[config.mk]
export PLATFORM = sky130hd
export DESIGN_NAME = timing_seq
export DESIGN_NICKNAME = d
export VERILOG_FILES = /design/src/rtl/timing_seq.sv
export SDC_FILE = /design/constraint.sdc
export NUM_CORES = 1
export LEC_CHECK = 0
export BUFFER_PORTS_ARGS = -buffer_cell sky130_fd_sc_hd__buf_2
export CORE_MARGIN = 2
export CORE_UTILIZATION = 46
export CTS_CLUSTER_DIAMETER = 30
export CTS_CLUSTER_SIZE = 16
export DETAILED_ROUTE_END_ITERATION = 6
export PLACE_DENSITY = 0.79
export REMOVE_ABC_BUFFERS = 1
export SLEW_MARGIN = 20
export SYNTH_ARGS = -nofsm -noshare
export SYNTH_HDL_FRONTEND = slang
export SYNTH_SLANG_ARGS = --single-unit
[constraint.sdc]
create_clock -name T3 -period 2.11 [get_ports T3]
set_clock_uncertainty 0.2 [all_clocks]
set_input_delay 0.211 -clock T3 [delete_from_list [all_inputs] [get_ports T3]]
set_output_delay 0.211 -clock T3 [all_outputs]
set_load 0.01 [all_outputs]
[src/rtl/timing_seq.sv]
// Machine-cycle beat sequencer: emits one-hot W1/W2/W3 beats on falling T3 edges.
// Optional single-cycle stepping is compiled in with `define TIMING_SEQ_STEP_EN.
module timing_seq (
  input  logic       T3,
  input  logic       CLR,
  input  logic       START,
  input  logic       SHORT,
  input  logic       LONG,
  input  logic       STOP,
  input  logic       STEP,
  output logic [3:1] W,
  output logic       RUN,
  output logic       CYC_END,
  output logic [7:0] CYC_CNT
);

  typedef enum logic [1:0] {
    ST_IDLE = 2'd0,
    ST_RUN  = 2'd1,
    ST_HALT = 2'd2
  } state_t;

  state_t     r_state;
  state_t     w_state_nx;
  logic [3:1] r_w;
  logic [3:1] w_w_nx;
  logic       r_start_q;
  logic [7:0] r_cyc_cnt;
  logic       w_start_edge;
  logic       w_cyc_end;
  logic       w_halt_req;

  assign w_start_edge = START & ~r_start_q;

  // SHORT only matters in W1 and LONG only in W2, so SHORT wins when both are high in W1.
  assign w_cyc_end = (r_w[1] & SHORT) | (r_w[2] & ~LONG) | r_w[3];

`ifdef TIMING_SEQ_STEP_EN
  assign w_halt_req = STOP | STEP;
`else
  logic w_unused_step;
  assign w_unused_step = STEP;
  assign w_halt_req    = STOP;
`endif

  always_comb begin
    // NOTE: every comb output gets a default first so no path can infer a latch.
    w_state_nx = r_state;
    w_w_nx     = r_w;
    case (r_state)
      ST_IDLE, ST_HALT: begin
        if (w_start_edge) begin
          w_state_nx = ST_RUN;
          w_w_nx     = 3'b001;
        end
      end
      ST_RUN: begin
        if (w_cyc_end) begin
          if (w_halt_req) begin
            w_state_nx = ST_HALT;
            w_w_nx     = 3'b000;
          end else begin
            w_w_nx = 3'b001;
          end
        end else if (r_w[1]) begin
          w_w_nx = 3'b010;
        end else if (r_w[2]) begin
          w_w_nx = 3'b100;
        end else begin
          w_w_nx = 3'b001;
        end
      end
      default: begin
        w_state_nx = ST_IDLE;
        w_w_nx     = 3'b000;
      end
    endcase
  end

  // START history resets to 1 so a START held through CLR is not seen as an edge.
  always_ff @(negedge T3 or negedge CLR) begin
    if (!CLR) begin
      r_state   <= ST_IDLE;
      r_w       <= 3'b000;
      r_start_q <= 1'b1;
      r_cyc_cnt <= 8'd0;
    end else begin
      // NOTE: non-blocking assignments so every register samples pre-edge values.
      r_state   <= w_state_nx;
      r_w       <= w_w_nx;
      r_start_q <= START;
      if (r_state == ST_RUN && w_cyc_end) begin
        r_cyc_cnt <= r_cyc_cnt + 8'd1;
      end
    end
  end

  assign W       = r_w;
  assign RUN     = (r_state == ST_RUN);
  assign CYC_END = w_cyc_end;
  assign CYC_CNT = r_cyc_cnt;

endmodule
==> metrics.csv, run 1 <==
stage,metric,value,unit
synth,Most used DFF post-synth,dfrtn_1,
detailed_routing,met2 wire length,1240,um
critical_path,Setup CP Type,flop to output port,
global_routing,Total GRT Usage,0.208,
synth,Yosys top cell area share,0.520,
timing,Hold Fails Final Rpt,0,
critical_path,CP arrival,2.24,ns
global_routing,vias in the first global route,483,
synth,"EDFF count, synth",0,
critical_path,Worst path top cell family by delay,flip-flops,
power_and_ir_drop,clock network power share,0.106,
finish,Layout Cells excl Fill,122,
floorplan,die area,0.00167,mm^2
cts,worst skew pair latency,0.34,ns
synth,Cells after Synth,53,
finish,"commonest non-fill, non-tap cell in the layout",buf_4,
global_routing,largest net degree at the start of global routing,15,
finish,Area growth syn-to-layout,81.6,%
cts,CTS tree,done,
power_and_ir_drop,combinational share of power,0.633,
cts,Clock transition at path regs,0.06,ns
synth,post-synthesis sequential area ratio,0.562,
critical_path,"Slowest-stage cell, CP",dfrtn_1,
global_routing,first-pass GRT wire length,2150,um
detailed_routing,average wire per standard cell,19.1,um
run_status,outcome,finished with violations,
critical_path,nature of the critical path startpoint,flop,
finish,fillers,59,
critical_path,crit-path cells,a21oi_4 -> and2_4 -> inv_2 -> buf_6,
floorplan,Ports,20,
floorplan,initial core utilization,0.487,
floorplan,Core Area,0.00128,mm^2
detailed_routing,DRC,0,
floorplan,DIE HEIGHT,40.9,um
detailed_routing,Total Wirelength,2330,um
cts,clock root cell,clkbuf_4,
synth,Post-Synthesis Cell Area,626,um^2
power_and_ir_drop,internal power,1.03,mW
placement,Port-buffer cells,18,
placement,Placed Instance Area,825,um^2
finish,final design utilization,0.884,
synth,synth unique cells,26,
cts,Longest Clk Path Bufs,2,
critical_path,CP peak stage delay,0.40,ns
critical_path,Bufs and invs on worst path,2,
detailed_routing,DRT met1 WL,893,um
power_and_ir_drop,leak pwr,0.602,nW
detailed_routing,post-route ant nets,0,
placement,placed insts,98,
synth,Yosys reg bits,14,
placement,GPL Wtd Cong,0.789,
timing,final max-slew violation count,0,
power_and_ir_drop,switching share of total power,0.385,
power_and_ir_drop,NetSw,0.647,mW
synth,Post-Syn Area per Cell,11.8,um^2
synth,Yosys warnings,0,
timing,Worst Slack Setup Final,-0.537,ns
detailed_routing,highest layer used for signal routing,met4,
cts,TritonCTS Buffers,3,
global_routing,antenna violations before repair,0,
critical_path,Worst Path Required,1.70,ns
timing,Worst Tran Pin Value,0.321,ns
detailed_routing,routed wl met3,167,um
critical_path,critical-path maximum fanout,2,
finish,fin nets,116,
finish,"Design Area, Final",0.00114,mm^2
run,Max Cap Viol,0,
min_path,Hold Path Class,flop to flop,
timing,RSZ-0062 raised after global routing,true,
finish,share of layout cells above drive strength 1,0.636,
placement,HPWL after DPL,897,um
timing,Rel. slew slack,0.786,
critical_path,CP endpoint kind,output port,
power_and_ir_drop,sequential share of power,0.261,
timing,Final Setup Violations,22,
floorplan,width of the die,40.9,um
detailed_routing,post-DR vias/cell,5.49,
synth,post-synth top area cell,dfrtn_1,
finish,most frequent cells in the layout,"24 x buf_4, 15 x buf_6, 13 x dfrtn_1",
detailed_routing,vias,670,
placement,dpl ws,-0.371,ns
global_routing,Congestion Overflow GR,0,
synth,Async SR Flop Fraction,1.00,
detailed_routing,TritonRoute pass-1 iters,4,
floorplan,std cell rows,13,
detailed_routing,initial drt markers,34,
cts,Sink Count,14,
cts,CTS H-tree lvls,1,
power_and_ir_drop,pwr/cell area,1480,mW/mm^2
synth,Area contributors post-synth,"dfrtn_1 52%, xnor2_1 7.0%, dfstp_2 4.2%",
finish,Antenna diodes,0,
power_and_ir_drop,worst vdd ir,0.000915,V
run_status,failing checks,negative setup slack,
==> power groups by stage <==
stage                     clock network, mW  logic [mW]  registers, mW
final                                 0.179        1.06          0.439
after global routing                  0.190        1.11          0.444
after CTS                             0.167       0.800          0.419
after detailed placement            0.00593       0.592          0.424
after global placement              0.00593       0.583          0.418
after floorplan                     0.00593       0.249          0.483
==> worst register-to-register path, cell delays in order, from the launching register on <==
cell and delay (ns):
dfrtn_1 0.37, nand2b_4 0.15, buf_4 0.13, buf_4 0.12, buf_4 0.14, a21oi_4 0.20, buf_6 0.15, mux2_4 0.29
==> final timing paths <==
kind	endpoint	depth (start not counted)	slack [ns]	from
setup / recovery	CYC_END	4	-0.54	W[1]
hold / removal	r_state[1]	1	0.29	r_state[1]
setup reg to reg	CYC_CNT[1]	7	0.21	r_state[1]
hold reg to reg	r_state[1]	1	0.29	r_state[1]
max in group asynchronous	r_start_q	1	0.80	CLR
min in group asynchronous	CYC_CNT[3]	1	0.54	CLR
==> synthesized netlist by cell type, types with 2 or more instances <==
master	n
and2_1	3
dfrtn_1	13
inv_1	3
nand2_1	3
nand2b_1	2
nand3_1	3
nor2_1	2
xnor2_1	5
xor2_1	2
==> per-stage QoR <==
stage	hold WS, ns	setup TNS (ns)	power, mW
2_1_floorplan	0.186	-1.85	0.738
3_3_place_gp	0.214	-3.77	1.01
3_5_place_dp	0.229	-3.98	1.02
4_1_cts	0.283	-4.27	1.39
5_1_grt	0.293	-5.12	1.75
6_report	0.293	-4.65	1.68
==> sequential cells by signal (all words and copies together), names as in the netlist <==
name	flops
CYC_CNT	8
W	3
r_start_q	1
r_state	2
==> final cells by class <==
| class | count | area (um^2) | area share |
|---|---|---|---|
| Clock inverter | 1 | 3.75 | 0.00330 |
| Timing Repair Buffer | 50 | 404 | 0.356 |
| Multi-Input combinational cell | 35 | 320 | 0.282 |
| Sequential cell | 14 | 352 | 0.309 |
| Inverter | 3 | 11.3 | 0.00991 |
| Clock buffer | 4 | 26.3 | 0.0231 |
| Tap cell | 15 | 18.8 | 0.0165 |
==> cells by family after synthesis <==
kind of cell | share of synthesized area
buf+inv | 0.0240
mux | 0.0180
compound gates | 0.116
fa+ha+maj | 0.0200
simple gates | 0.162
xor+xnor | 0.0980
flops | 0.562
==> repair_timing <==
action | in CTS | in global routing
setup endpoints to repair | 18 | 23
pin swaps | 5 | 8
hold buffers | 0 | 0
gates resized for setup | 11 | 17
cloned | 0 | 0
buffers inserted | 12 | 12
==> per-layer routing <==
layer,global-route usage,vias to the layer above
met2,0.293,42
li1,-,291
met4,0.100,0
met1,0.298,331
met3,0.0489,6
met5,0,-
Power figures use the tool's default switching activity.
==> run 2, diff against run 1 <==
==> constraint.sdc (replaced) <==
create_clock -name T3 -period 2.11 [get_ports T3]
set_clock_uncertainty 0.2 [all_clocks]
set_input_delay 0.1055 -clock T3 [delete_from_list [all_inputs] [get_ports T3]]
set_output_delay 0.1055 -clock T3 [all_outputs]
set_load 0.01 [all_outputs]
==> metrics.csv, run 2 (synthesis results as in run 1) <==
stage,metric,value,unit,change
finish,most frequent cells in the layout,"20 x buf_4, 13 x dfrtn_1, 13 x buf_2",,
detailed_routing,post-route ant nets,0,,unchanged
floorplan,die area,0.00167,mm^2,unchanged
finish,Area growth syn-to-layout,62.8,%,
detailed_routing,TritonRoute pass-1 iters,4,,unchanged
timing,final max-slew violation count,0,,unchanged
floorplan,std cell rows,13,,unchanged
finish,Largest register FFs,8,,unchanged
placement,placed insts,94,,-4.1%
power_and_ir_drop,pwr/cell area,1430,mW/mm^2,-3.1%
placement,dpl ws,-0.278,ns,+0.0933 ns
floorplan,Ports,20,,unchanged
critical_path,Setup CP Type,flop to output port,,
timing,RSZ-0062 raised after global routing,true,,
detailed_routing,vias,607,,-9.4%
detailed_routing,average wire per standard cell,15.8,um,-17%
critical_path,CP peak stage delay,0.36,ns,-0.04 ns
finish,"Design Area, Final",0.00102,mm^2,-10%
placement,HPWL after DPL,906,um,+1.0%
floorplan,width of the die,40.9,um,unchanged
cts,Clock transition at path regs,0.06,ns,about the same
run_status,outcome,finished with violations,,
critical_path,"Slowest-stage cell, CP",dfrtn_1,,
finish,fin nets,108,,-6.9%
global_routing,antenna violations before repair,0,,unchanged
critical_path,crit-path cells,a21oi_2 -> and2_4 -> inv_2 -> buf_6,,
global_routing,largest net degree at the start of global routing,15,,unchanged
finish,final design utilization,0.793,,-0.0915
run,Max Cap Viol,0,,unchanged
power_and_ir_drop,Pwr Total,1.46,mW,-13%
global_routing,vias in the first global route,528,,+9.3%
cts,CTS tree,done,,
critical_path,CP endpoint kind,output port,,
cts,Post-CTS Hold Buffers,0,,unchanged
detailed_routing,initial drt markers,11,,-68%
critical_path,CP arrival,2.21,ns,-0.03 ns
timing,Hold Fails Final Rpt,0,,unchanged
global_routing,first-pass GRT wire length,2120,um,-1.6%
power_and_ir_drop,worst vdd ir,0.000708,V,-23%
cts,TritonCTS Buffers,3,,unchanged
power_and_ir_drop,leak pwr,0.534,nW,-11%
finish,Antenna diodes,0,,unchanged
critical_path,flop2flop setup slack,0.32,ns,+0.11 ns
global_routing,Congestion Overflow GR,0,,unchanged
finish,"commonest non-fill, non-tap cell in the layout",buf_4,,
run_status,failing checks,negative setup slack,,
finish,share of layout cells above drive strength 1,0.566,,-0.0699
critical_path,critical-path maximum fanout,2,,unchanged
timing,Worst Tran Pin Value,0.319,ns,-0.00182 ns
cts,clock root cell,clkbuf_4,,
placement,Placed Instance Area,795,um^2,-3.6%
floorplan,DIE HEIGHT,40.9,um,unchanged
placement,Port-buffer cells,18,,unchanged
timing,Final Setup Violations,22,,unchanged
floorplan,Core Area,0.00128,mm^2,unchanged
critical_path,nature of the critical path startpoint,flop,,
critical_path,Worst Path Required,1.80,ns,+0.10 ns
placement,GPL Wtd Cong,0.793,,+0.46%
floorplan,initial core utilization,0.487,,unchanged
global_routing,Total GRT Usage,0.207,,-0.00162
finish,Layout Cells excl Fill,114,,-6.6%
cts,CTS H-tree lvls,1,,unchanged
detailed_routing,DRC,0,,unchanged
min_path,Hold Path Class,flop to flop,,
cts,Sink Count,14,,unchanged
detailed_routing,post-DR vias/cell,5.32,,-3.0%
cts,worst skew pair latency,0.34,ns,about the same
timing,Rel. slew slack,0.787,,about the same
detailed_routing,Total Wirelength,1800,um,-23%
timing,Worst Slack Setup Final,-0.402,ns,+0.135 ns
cts,Longest Clk Path Bufs,2,,unchanged
run 2: cell types whose count changed in the layout (fill, tap and decap cells not counted), sizes merged:
cell    before  now
buf         50   42
clkinv       0    1
clkbuf       4    3
run 2: final cells by class:
cell class	count	area, um^2
Sequential cell	14	352
Timing Repair Buffer	42	317
Clock buffer	3	22.5
Fill cell	76	267
Inverter	3	13.8
Clock inverter	2	7.51
Multi-Input combinational cell	35	288
Tap cell	15	18.8
run 2: worst paths after layout:
path	from	to	cells past startpoint
worst max-delay path	W[1]	CYC_END	4
worst min-delay path	r_state[1]	r_state[1]	1
worst max register to register	W[1]	CYC_CNT[4]	6
worst min register to register	r_state[1]	r_state[1]	1
max in group asynchronous	CLR	r_start_q	1
min in group asynchronous	CLR	CYC_CNT[2]	1
run 2: what timing repair did:
| item | in CTS | in global routing |
|---|---|---|
| setup buffers | 13 | 5 |
| resized for setup | 10 | 8 |
| pin swaps | 4 | 10 |
| endpoints found under the setup margin | 13 | 19 |
| hold endpoints to repair | 0 | 0 |
run 2: metrics by stage:
step	setup TNS, ns	hold WS [ns]
after floorplan	-0.639	0.186
after global placement	-2.21	0.216
after detailed placement	-2.64	0.230
after CTS	-2.05	0.266
after global routing	-3.52	0.289
final	-2.73	0.262
run 2: critical path: cells and delay by family, from the launching register on:
| family | cells | cell delay, ns |
|---|---|---|
| and+or+nand+nor | 1 | 0.18 |
| DFF | 1 | 0.36 |
| AOI/OAI and AO/OA | 1 | 0.17 |
| buffers and inverters | 2 | 0.15 |
run 2: metal layers:
layer	vias up	GRT usage	wire length (um)	share of wire
met2	30	0.320	991	0.55
li1	275	-	-	-
met3	6	0.0489	90	0.050
met5	-	0	0	0
met1	296	0.241	673	0.37
met4	0	0.167	47	0.026
run 2: where the power goes:
| group | leakage [nW] | switching [mW] | internal [mW] | total, mW |
|---|---|---|---|---|
| clock network | 0.0207 | 0.0944 | 0.0712 | 0.166 |
| registers | 0.179 | 0.0593 | 0.366 | 0.425 |
| logic | 0.334 | 0.395 | 0.474 | 0.869 |
| total | 0.534 | 0.548 | 0.911 | 1.46 |
==> run 3, diff against run 2 <==
--- a/config.mk
+++ b/config.mk
@@ -6,14 +6,12 @@
 export NUM_CORES = 1
 export LEC_CHECK = 0
 export BUFFER_PORTS_ARGS = -buffer_cell sky130_fd_sc_hd__buf_2
-export CORE_MARGIN = 2
 export CORE_UTILIZATION = 46
 export CTS_CLUSTER_DIAMETER = 30
 export CTS_CLUSTER_SIZE = 16
 export DETAILED_ROUTE_END_ITERATION = 6
 export PLACE_DENSITY = 0.79
 export REMOVE_ABC_BUFFERS = 1
-export SLEW_MARGIN = 20
 export SYNTH_ARGS = -nofsm -noshare
 export SYNTH_HDL_FRONTEND = slang
 export SYNTH_SLANG_ARGS = --single-unit
==> metrics.csv, run 3 (synthesis results as in run 1) <==
stage,metric,value,unit,change
critical_path,Bufs and invs on worst path,2,,unchanged
detailed_routing,TritonRoute pass-1 iters,4,,unchanged
cts,CTS H-tree lvls,1,,unchanged
cts,Longest Clk Path Bufs,2,,unchanged
power_and_ir_drop,combinational share of power,0.575,,-0.020
global_routing,Total GRT Usage,0.256,,+0.0493
finish,Largest register FFs,8,,unchanged
finish,"commonest non-fill, non-tap cell in the layout",buf_4,,
power_and_ir_drop,leak pwr,0.532,nW,-0.30%
timing,final max-slew violation count,0,,unchanged
timing,hold_ws,0.296,ns,+0.0337 ns
timing,Final Setup Violations,19,,-14%
placement,Placed Instance Area,793,um^2,-0.16%
detailed_routing,DRC,0,,unchanged
floorplan,Ports,20,,unchanged
timing,Worst Tran Pin Value,0.318,ns,-0.000923 ns
min_path,Hold Path Class,flop to flop,,
critical_path,nature of the critical path startpoint,flop,,
power_and_ir_drop,internal power,0.931,mW,+2.2%
detailed_routing,Total Wirelength,1820,um,+0.89%
critical_path,CP endpoint kind,output port,,
run,Max Cap Viol,0,,unchanged
floorplan,initial core utilization,0.527,,+0.0406
cts,clock root cell,clkbuf_4,,
detailed_routing,initial drt markers,25,,+14
timing,Rel. slew slack,0.787,,about the same
finish,share of layout cells above drive strength 1,0.583,,+0.0177
floorplan,Core Area,0.00119,mm^2,-7.7%
power_and_ir_drop,switching share of total power,0.377,,+0.00109
run_status,failing checks,negative setup slack,,
timing,Hold Fails Final Rpt,0,,unchanged
power_and_ir_drop,clock network power share,0.140,,+0.027
critical_path,CP peak stage delay,0.47,ns,+0.11 ns
finish,fin nets,105,,-2.8%
detailed_routing,average wire per standard cell,16.5,um,+4.6%
floorplan,std cell rows,12,,-1
finish,Layout Cells excl Fill,110,,-3.5%
global_routing,first-pass GRT wire length,2400,um,+13%
finish,most frequent cells in the layout,"19 x buf_4, 13 x dfrtn_1, 12 x buf_2",,
critical_path,crit-path cells,nand2b_4 -> and2_4 -> inv_2 -> buf_6,,
placement,placed insts,93,,-1.1%
critical_path,Worst path top cell family by delay,flip-flops,,
global_routing,antenna violations before repair,0,,unchanged
critical_path,Worst Path Required,1.80,ns,about the same
placement,Port-buffer cells,18,,unchanged
critical_path,critical-path maximum fanout,2,,unchanged
placement,GPL Wtd Cong,0.779,,-1.7%
placement,dpl ws,-0.272,ns,+0.00604 ns
timing,Worst Slack Setup Final,-0.398,ns,+0.00352 ns
critical_path,CP arrival,2.20,ns,about the same
power_and_ir_drop,NetSw,0.563,mW,+2.7%
cts,Sink Count,14,,unchanged
critical_path,"Slowest-stage cell, CP",dfrtn_1,,
power_and_ir_drop,worst vdd ir,0.000919,V,+30%
cts,TritonCTS Buffers,3,,unchanged
run_status,outcome,finished with violations,,
timing,RSZ-0062 raised after global routing,true,,
floorplan,DIE HEIGHT,38.9,um,-4.9%
cts,CTS tree,done,,
placement,HPWL after DPL,881,um,-2.7%
finish,fillers,57,,-25%
floorplan,die area,0.00151,mm^2,-9.5%
cts,Post-CTS Hold Buffers,0,,unchanged
critical_path,Setup CP Type,flop to output port,,
finish,"Design Area, Final",0.00101,mm^2,-0.49%
detailed_routing,post-DR vias/cell,5.40,,+1.4%
power_and_ir_drop,sequential share of power,0.285,,-0.006
power_and_ir_drop,pwr/cell area,1470,mW/mm^2,+2.9%
floorplan,width of the die,38.9,um,-4.9%
global_routing,Congestion Overflow GR,0,,unchanged
cts,worst skew pair latency,0.34,ns,about the same
global_routing,vias in the first global route,513,,-2.8%
detailed_routing,post-route ant nets,0,,unchanged
global_routing,largest net degree at the start of global routing,15,,unchanged
detailed_routing,vias,594,,-2.1%
finish,Area growth syn-to-layout,62.0,%,
power_and_ir_drop,Pwr Total,1.49,mW,+2.4%
finish,Antenna diodes,0,,unchanged
cts,Clock transition at path regs,0.06,ns,about the same
## run 3: final cells by class
class	instances	area (um^2)	share of cell area
repair buffers	39	293	0.289
multi-input cells	35	298	0.294
clock inverters	1	3.75	0.00370
flip-flops and latches	14	352	0.347
well taps	14	17.5	0.0173
clock buffers	4	36.3	0.0358
inverters	3	13.8	0.0136
## run 3: timing repair
action / in CTS / in global routing
endpoints found under the hold margin: 0 / 0
gates resized for setup: 8 / 11
pin swaps: 3 / 8
setup buffers: 11 / 4
cloned: 0 / 0
endpoints found under the setup margin: 13 / 21
## run 3: stage by stage
step                      utilization  setup TNS, ns
after CTS                       0.794          -1.94
after floorplan                     -         -0.639
final                           0.854          -2.37
after detailed placement        0.669          -2.50
after global routing            0.854          -2.95
after global placement          0.669          -2.25
## run 3: routing by layer
metal | vias to the layer above | wire [um] | track usage
met3 | 10 | 94 | 0.0405
li1 | 268 | - | -
met1 | 294 | 684 | 0.296
met4 | 0 | 73 | 0.190
met2 | 22 | 967 | 0.421
met5 | - | 0 | 0
## run 3: worst paths after layout
kind | startpoint | endpoint | slack, ns | cells past startpoint
worst max-delay path | W[2] | CYC_END | -0.40 | 4
worst min-delay path | r_state[1] | r_state[1] | 0.30 | 1
worst max register to register | CYC_CNT[3] | CYC_CNT[7] | 0.45 | 6
worst min register to register | r_state[1] | r_state[1] | 0.30 | 1
max in group asynchronous | CLR | r_start_q | 0.92 | 1
min in group asynchronous | CLR | r_state[1] | 0.43 | 1
## run 3: power by group through the flow
stage	Sequential [mW]	Clock [mW]	Combinational, mW
2_1_floorplan	0.483	0.00593	0.249
3_3_place_gp	0.430	0.00593	0.529
3_5_place_dp	0.436	0.00593	0.538
4_1_cts	0.420	0.207	0.716
5_1_grt	0.435	0.223	0.912
6_report	0.426	0.209	0.860
